$ cat config.mk
export PLATFORM = sky130hd
export DESIGN_NAME = dp_dmi_ctrl
export DESIGN_NICKNAME = d
export VERILOG_FILES = /design/src/rtl/dp_dmi_ctrl.sv
export SDC_FILE = /design/constraint.sdc
export NUM_CORES = 1
export LEC_CHECK = 0
export ABC_AREA = 0
export BUFFER_PORTS_ARGS = -buffer_cell sky130_fd_sc_hd__buf_2
export CAP_MARGIN = 20
export CORE_ASPECT_RATIO = 0.6
export CORE_MARGIN = 1.5
export CORE_UTILIZATION = 53
export CTS_CLUSTER_SIZE = 8
export DETAILED_ROUTE_END_ITERATION = 16
export GPL_TIMING_DRIVEN = 1
export PLACE_DENSITY = 0.85
export SLEW_MARGIN = 20
export SYNTH_ARGS = -nofsm -noshare
export SYNTH_HDL_FRONTEND = slang
export SYNTH_SLANG_ARGS = --single-unit
$ cat constraint.sdc
create_clock -name iclk -period 3 [get_ports iclk]
set_input_delay 0.75 -clock iclk [delete_from_list [all_inputs] [get_ports iclk]]
set_output_delay 0.75 -clock iclk [all_outputs]
set_load 0.05 [all_outputs]
$ cat src/rtl/dp_dmi_ctrl.sv
// DMI request controller: runs one debug-module bus access per DMI Update-DR and
// builds the Capture-DR word. Define DP_DMI_TIMEOUT_EN to add a bus-timeout counter.
module dp_dmi_ctrl #(
    parameter int ABITS      = 7,
    parameter int TMO_CYCLES = 255
) (
    input  logic              iclk,
    input  logic              iresetn,
    input  logic              upd_dmi,
    input  logic              cap_dmi,
    input  logic [ABITS+33:0] dmi_pdi,
    output logic [ABITS+33:0] dmi_pdo,
    input  logic              dmireset,
    output logic              dm_req,
    output logic              dm_we,
    output logic [ABITS-1:0]  dm_addr,
    output logic [31:0]       dm_wdata,
    input  logic              dm_ack,
    input  logic [31:0]       dm_rdata,
    input  logic              dm_err,
    output logic              busy
);

    typedef enum logic {IDLE = 1'b0, REQ = 1'b1} state_e;

    localparam logic [1:0] ST_OK   = 2'd0;
    localparam logic [1:0] ST_FAIL = 2'd2;
    localparam logic [1:0] ST_BUSY = 2'd3;

    if (TMO_CYCLES < 1) begin : g_bad_tmo
        $error("dp_dmi_ctrl: TMO_CYCLES must be at least 1");
    end

    state_e            state_q;
    logic              req_q;
    logic              we_q;
    logic [ABITS-1:0]  addr_q;
    logic [31:0]       wdata_q;
    logic [31:0]       rdata_q;
    logic [31:0]       rdata_d;
    logic [1:0]        sticky_q;
    logic [1:0]        status_d;
    logic [ABITS+33:0] pdo_q;

    logic [1:0] op;
    logic       in_req;
    logic       complete;
    logic       expire;
    logic       accept;

    assign in_req = (state_q == REQ);

`ifdef DP_DMI_TIMEOUT_EN
    localparam int CW = ($clog2(TMO_CYCLES + 1) > 8) ? $clog2(TMO_CYCLES + 1) : 8;
    logic [CW-1:0] cnt_q;
    // cnt_q holds the REQ cycles already finished, so this edge closes cycle cnt_q+1.
    assign expire = in_req && !dm_ack && (cnt_q == CW'(TMO_CYCLES - 1));
`else
    assign expire = 1'b0;
`endif

    // status_d is the pre-clear status of this edge; dmireset is applied only to the sticky register.
    always_comb begin
        op       = dmi_pdi[1:0];
        complete = in_req && dm_ack;
        accept   = !in_req && upd_dmi && (op == 2'd1 || op == 2'd2)
                   && (dmireset || sticky_q == ST_OK);
        rdata_d  = (complete && !we_q) ? dm_rdata : rdata_q;
        status_d = sticky_q;
        if (sticky_q == ST_OK && ((complete && dm_err) || expire)) begin
            status_d = ST_FAIL;
        end
        if (in_req && !complete && !expire && (upd_dmi || cap_dmi)) begin
            status_d = ST_BUSY;
        end
    end

    always_ff @(posedge iclk or negedge iresetn) begin
        if (!iresetn) begin
            state_q  <= IDLE;
            req_q    <= 1'b0;
            we_q     <= 1'b0;
            addr_q   <= '0;
            wdata_q  <= '0;
            rdata_q  <= '0;
            sticky_q <= ST_OK;
            pdo_q    <= '0;
`ifdef DP_DMI_TIMEOUT_EN
            cnt_q    <= '0;
`endif
        end else begin
            rdata_q  <= rdata_d;
            sticky_q <= dmireset ? ST_OK : status_d;
            if (cap_dmi) begin
                pdo_q <= {addr_q, rdata_d, status_d};
            end
            case (state_q)
                IDLE: begin
                    if (accept) begin
                        state_q <= REQ;
                        req_q   <= 1'b1;
                        we_q    <= (op == 2'd2);
                        addr_q  <= dmi_pdi[ABITS+33:34];
                        wdata_q <= dmi_pdi[33:2];
`ifdef DP_DMI_TIMEOUT_EN
                        cnt_q   <= '0;
`endif
                    end
                end
                REQ: begin
                    if (complete || expire) begin
                        state_q <= IDLE;
                        req_q   <= 1'b0;
                    end
`ifdef DP_DMI_TIMEOUT_EN
                    else begin
                        cnt_q <= cnt_q + CW'(1);
                    end
`endif
                end
                default: state_q <= IDLE;
            endcase
        end
    end

    assign dm_req   = req_q;
    assign dm_we    = we_q;
    assign dm_addr  = addr_q;
    assign dm_wdata = wdata_q;
    assign busy     = in_req;
    assign dmi_pdo  = pdo_q;

endmodule

---- Word level (Yosys, flattened, before mapping) ----
Cells that the tools add are included.
word-level totals
  register bits ........................... 117
cells by class
  eq/ne operators ......................... 4
  mux-type cells .......................... 10
  bitwise gates (word level) .............. 1
  reductions and logical operators ........ 18
operators by type and width
  cell                count
  $mux 32             1
  $logic_and 1x1->1   9
  $mux 2              3
  $mux 1              4
  $pmux 1 s2          2
  $reduce_and 2->1    2
  $logic_not 1->1     3
  $logic_or 1x1->1    3
  $eq 2x1->1 const B  1
  $eq 2x2->1 const B  1
  $logic_not 2->1     1
  $ne 2x1->1 const B  1
  $ne 2x2->1 const B  1
  $not 1->1           1

---- Depth between registers and ports, before layout ----
  depth after elaboration ................. 6
  depth in mapped cells ................... 6
  depth with buffers taken out ............ 5

---- Worst setup path after synthesis ----
Ideal clock, no wire load.
  path type ............................... in2reg
  start ................................... input port dmi_pdi[0]
  end ..................................... register wdata_q[0] (netlist: dm_wdata[0])
  arrival ................................. 1,777 ps
  setup slack ............................. 1,098 ps
  stages .................................. 6
  buffers on the path ..................... 1
  path through ............................ inv_1 -> ha_1 -> nor2_2 -> o211ai_4 -> buf_6 -> mux2_4
between the ends
  word-level cells in the longest chain between the ends .. 5
RTL lines
  element                                   line  text
  from (decl)                               11    input logic [ABITS+33:0] dmi_pdi,
  $eq 2x1->1 or $eq 2x2->1 (tied branches)  66    accept = !in_req && upd_dmi && (op == 2'd1 || op == 2'd2)
  $logic_or 1x1->1 *                        66
  $logic_and 1x1->1 *                       66
  $logic_and 1x1->1 *                       67    && (dmireset || sticky_q == ST_OK);
  $reduce_and 2->1 (no line) *              -
  to (signal assigned)                      104   wdata_q <= dmi_pdi[33:2];
  to (decl)                                 38    logic [31:0] wdata_q;
Mark *: on every way between the ends. The rest lies on a longest branch, timed or not.
A chain may end at the register's enable or synchronous reset.

---- Worst setup path in the final report ----
  start ................................... input port dmireset
  end ..................................... register addr_q[6] (netlist: dm_addr[6])
between the ends
  word-level cells in the longest chain between the ends .. 3
RTL lines
  element                     line  text
  from (decl)                 13    input logic dmireset,
  $logic_or 1x1->1            67
  $logic_and 1x1->1           67
  $reduce_and 2->1 (no line)  -
  to (signal assigned)        103   addr_q <= dmi_pdi[ABITS+33:34];
  to (decl)                   37    logic [ABITS-1:0] addr_q;
Every way passes these cells.

==> impl_metrics.toml <==
[global_route]
gr-usage-all-layers_pct = 22.6
grt_pass1_vias = 3155
globalRouteOverflowTotal = 0
grt_pass1_wl_um = 15400
grt_antenna_before_repair = 0
grt_max_degree = 60

[floorplanning]
die_w_um = 123
dieArea_um2 = 9250
ios = 163
coreArea_um2 = 8460
chipHeight_um = 75.1
rows = 26
start_util_pct = 54.3

[detailed_routing]
route.met2.wl_um = 4600
drtPass1Iterations = 4
met1_length_um = 4670
vias = 3310
vias_per_cell = 5.03
wl_met3_um = 781
wl_per_cell_um = 15.4
drc = 0
topRoutingLayerUsed = "met4"
drt_wl_total_um = 10200
ant_nets = 0
drt_iter0_drc = 212

[cts]
postCtsHoldBufs = 0
cts_resized = 0
cts.htree.levels = 4
cts_setup_buffers = 0
cts_buffers = 17
cts-root-buf = "clkbuf_16"
clockBufferDepth = 2
cts_tree = "yes"
cts.sinks = 117
clock_latency_ns = 0.41
cts.clk_slew.worst_paths_ns = 0.05

[pwr]
power_leakage_nw = 3.25
power.density_nw_per_um2 = 1200
power.share.clock_pct = 30.0
p_seq_share_pct = 33.1
p_int_mw = 4.46
combPwrFrac_pct = 37.0
swShare_pct = 39.7
power.switching_mw = 2.93
vdd_drop_max_mv = 0.697

[yosys]
synthArstFlopShare_pct = 100
syn_nets = 445
synth_area_um2 = 4590
synth.distinct_cells = 21
seq_area_frac_synth_pct = 63.7
yosysWarnings = 0
synth_common_cells = "dfrtp_1 (117), nand2_1 (80), mux2_4 (38), nor2_1 (35), a31oi_1 (34)"
ys_ff_latch = 117
synth_top_cell_by_area = "dfrtp_1"
synth_edf_count = 0
yosysMostFrequentCell = "dfrtp_1"
ys.flop_type = "dfrtp_1"
post_synth.cell_area_avg_um2 = 12.6
synth_area_leaders = "dfrtp_1 (64%), mux2_4 (12%), nand2_1 (6.5%)"
netlist.area_leader.share_pct = 63.7
postSynthCellCount = 364

[critical_path]
cpPeakStageDelay_ns = 0.76
cp-start-kind = "primary input"
path_buf_inv = 2
rr_worst_depth = 4
path_class = "in -> reg"
startpoint = "dmireset"
path_cells = "buf_2 > o211ai_4 > buf_12 > mux2_2"
crit_family = "compound AO/OA/AOI/OAI gates"
ff2ff_setup_slack_ns = 1.04
crit_slowest_cell = "o211ai_4"
required_ns = 3.29
timing.rr.end = "dm_addr[6]$_DFFE_PN0P_"
cp-end-kind = "flip-flop"
r2r-start = "sticky_q[1]$_DFF_PN0_"
critical_path.max_fanout = 23
crit_arrival_ns = 2.32

[placement]
place_hpwl_um = 6980
finalWeightedCongestion = 0.786
dp_cells = 626
port_buffers = 162

[sta]
maxSlewViolCount = 0
tightest_slew_ns = 0.940
finalSetupViolCount = 0
setup_tns_ns = 0
fin_crit_ns = 2.03
slew_headroom_pct = 37.0
fmax_mhz = 492
final.setup_skew_ns = 0.00519
fin_crit_sh_pct = 67.7
rsz0062_at_grt = "no"
hold_violations = 0

[worst_hold_path]
hp-class = "in -> async"

[final_layout]
stdcell_count = 658
diodes = 0
syn_to_final_growth_pct = 33.8
fillers = 576
final_net_count = 614
drive_above_1_share_pct = 49.3

[status]
run_status = "completed"

[run]
maxCapViolCount = 0
[power by group through the flow]
stage	registers, mW	logic, mW	clock network, mW
after floorplan	3.77	0.741	0
after global placement	2.43	2.68	0
after detailed placement	2.45	2.74	0
after CTS	2.44	2.75	2.24
after global routing	2.51	2.89	2.31
final	2.44	2.73	2.21
[worst max path at each step]
| stage | cells after the start | endpoint |
|---|---|---|
| after global placement | 4 | dm_addr[6]$_DFFE_PN0P_ |
| after detailed placement | 4 | dm_addr[6]$_DFFE_PN0P_ |
| after global routing | 4 | dm_addr[6]$_DFFE_PN0P_ |
| final | 4 | dm_addr[6]$_DFFE_PN0P_ |
| after floorplan | 6 | dm_wdata[0]$_DFFE_PN0P_ |
| after CTS | 4 | dm_addr[6]$_DFFE_PN0P_ |
[through the flow]
step           power (mW)  util [%]  instance area [um^2]  setup slack [ns]  hold WS, ns
3_3_place_gp         5.11      65.0                  5500             0.638        0.452
6_report             7.39      72.7                  6150             0.969        0.316
4_1_cts              7.44      72.7                  6150             0.990        0.325
3_5_place_dp         5.20      65.0                  5500             0.560        0.457
5_1_grt              7.71      72.7                  6150             0.926        0.348
2_1_floorplan        4.51         -                  4590              1.10        0.439
[flip-flops by register name, summed over array words and instances (netlist names)]
| register | flops |
|---|---|
| sticky_q | 2 |
| dm_wdata | 32 |
| dm_req | 1 |
| rdata_q | 32 |
| busy | 1 |
| dm_addr | 7 |
| dm_we | 1 |
| dmi_pdo | 41 |
[routing by layer]
| layer | GRT usage, % | vias up |
|---|---|---|
| li1 | - | 1563 |
| met1 | 31.0 | 1603 |
| met2 | 33.6 | 133 |
| met3 | 8.26 | 11 |
| met4 | 7.92 | 0 |
| met5 | 0 | - |
[area by class of cell]
cell class              instances  area (um^2)  share of cell area (%)
flip-flops and latches        117         2930                    47.6
multi-input cells             226         1530                    24.9
repair buffers                169          891                    14.5
clock buffers                  22          474                    7.71
clock inverters                10          175                    2.85
well taps                     112          140                    2.28
inverters                       2         7.51                   0.122
[logic make-up (layout without fill, tap and decap cells)]
logic type | Yosys count | count (layout) | share of synthesized area [%]
buf+inv | 21 | 203 | 2.94
simple gates | 139 | 139 | 12.7
flops | 117 | 117 | 63.7
compound gates | 39 | 39 | 5.67
fa+ha+maj | 1 | 1 | 0.272
mux | 47 | 47 | 14.6
[layout by cell type, fill, tap and decap left out]
master     count
a21oi_1        2
buf_12         2
nand2_1       80
and3b_2        1
buf_4          6
clkbuf_16     17
bufinv_16      5
nand2_2       20
clkinv_2       5
ha_1           1
clkbuf_8       3
o211ai_4       1
o21bai_1       1
a41oi_1        1
nor2_1        35
mux2_2         9
nand2b_1       1
dfrtp_1      117
nor2_2         1
buf_2        161
mux2_4        38
clkbuf_1       2
a31oi_1       34
nand3b_1       1
inv_1          2
No activity file was read; power rests on OpenSTA's default activity.
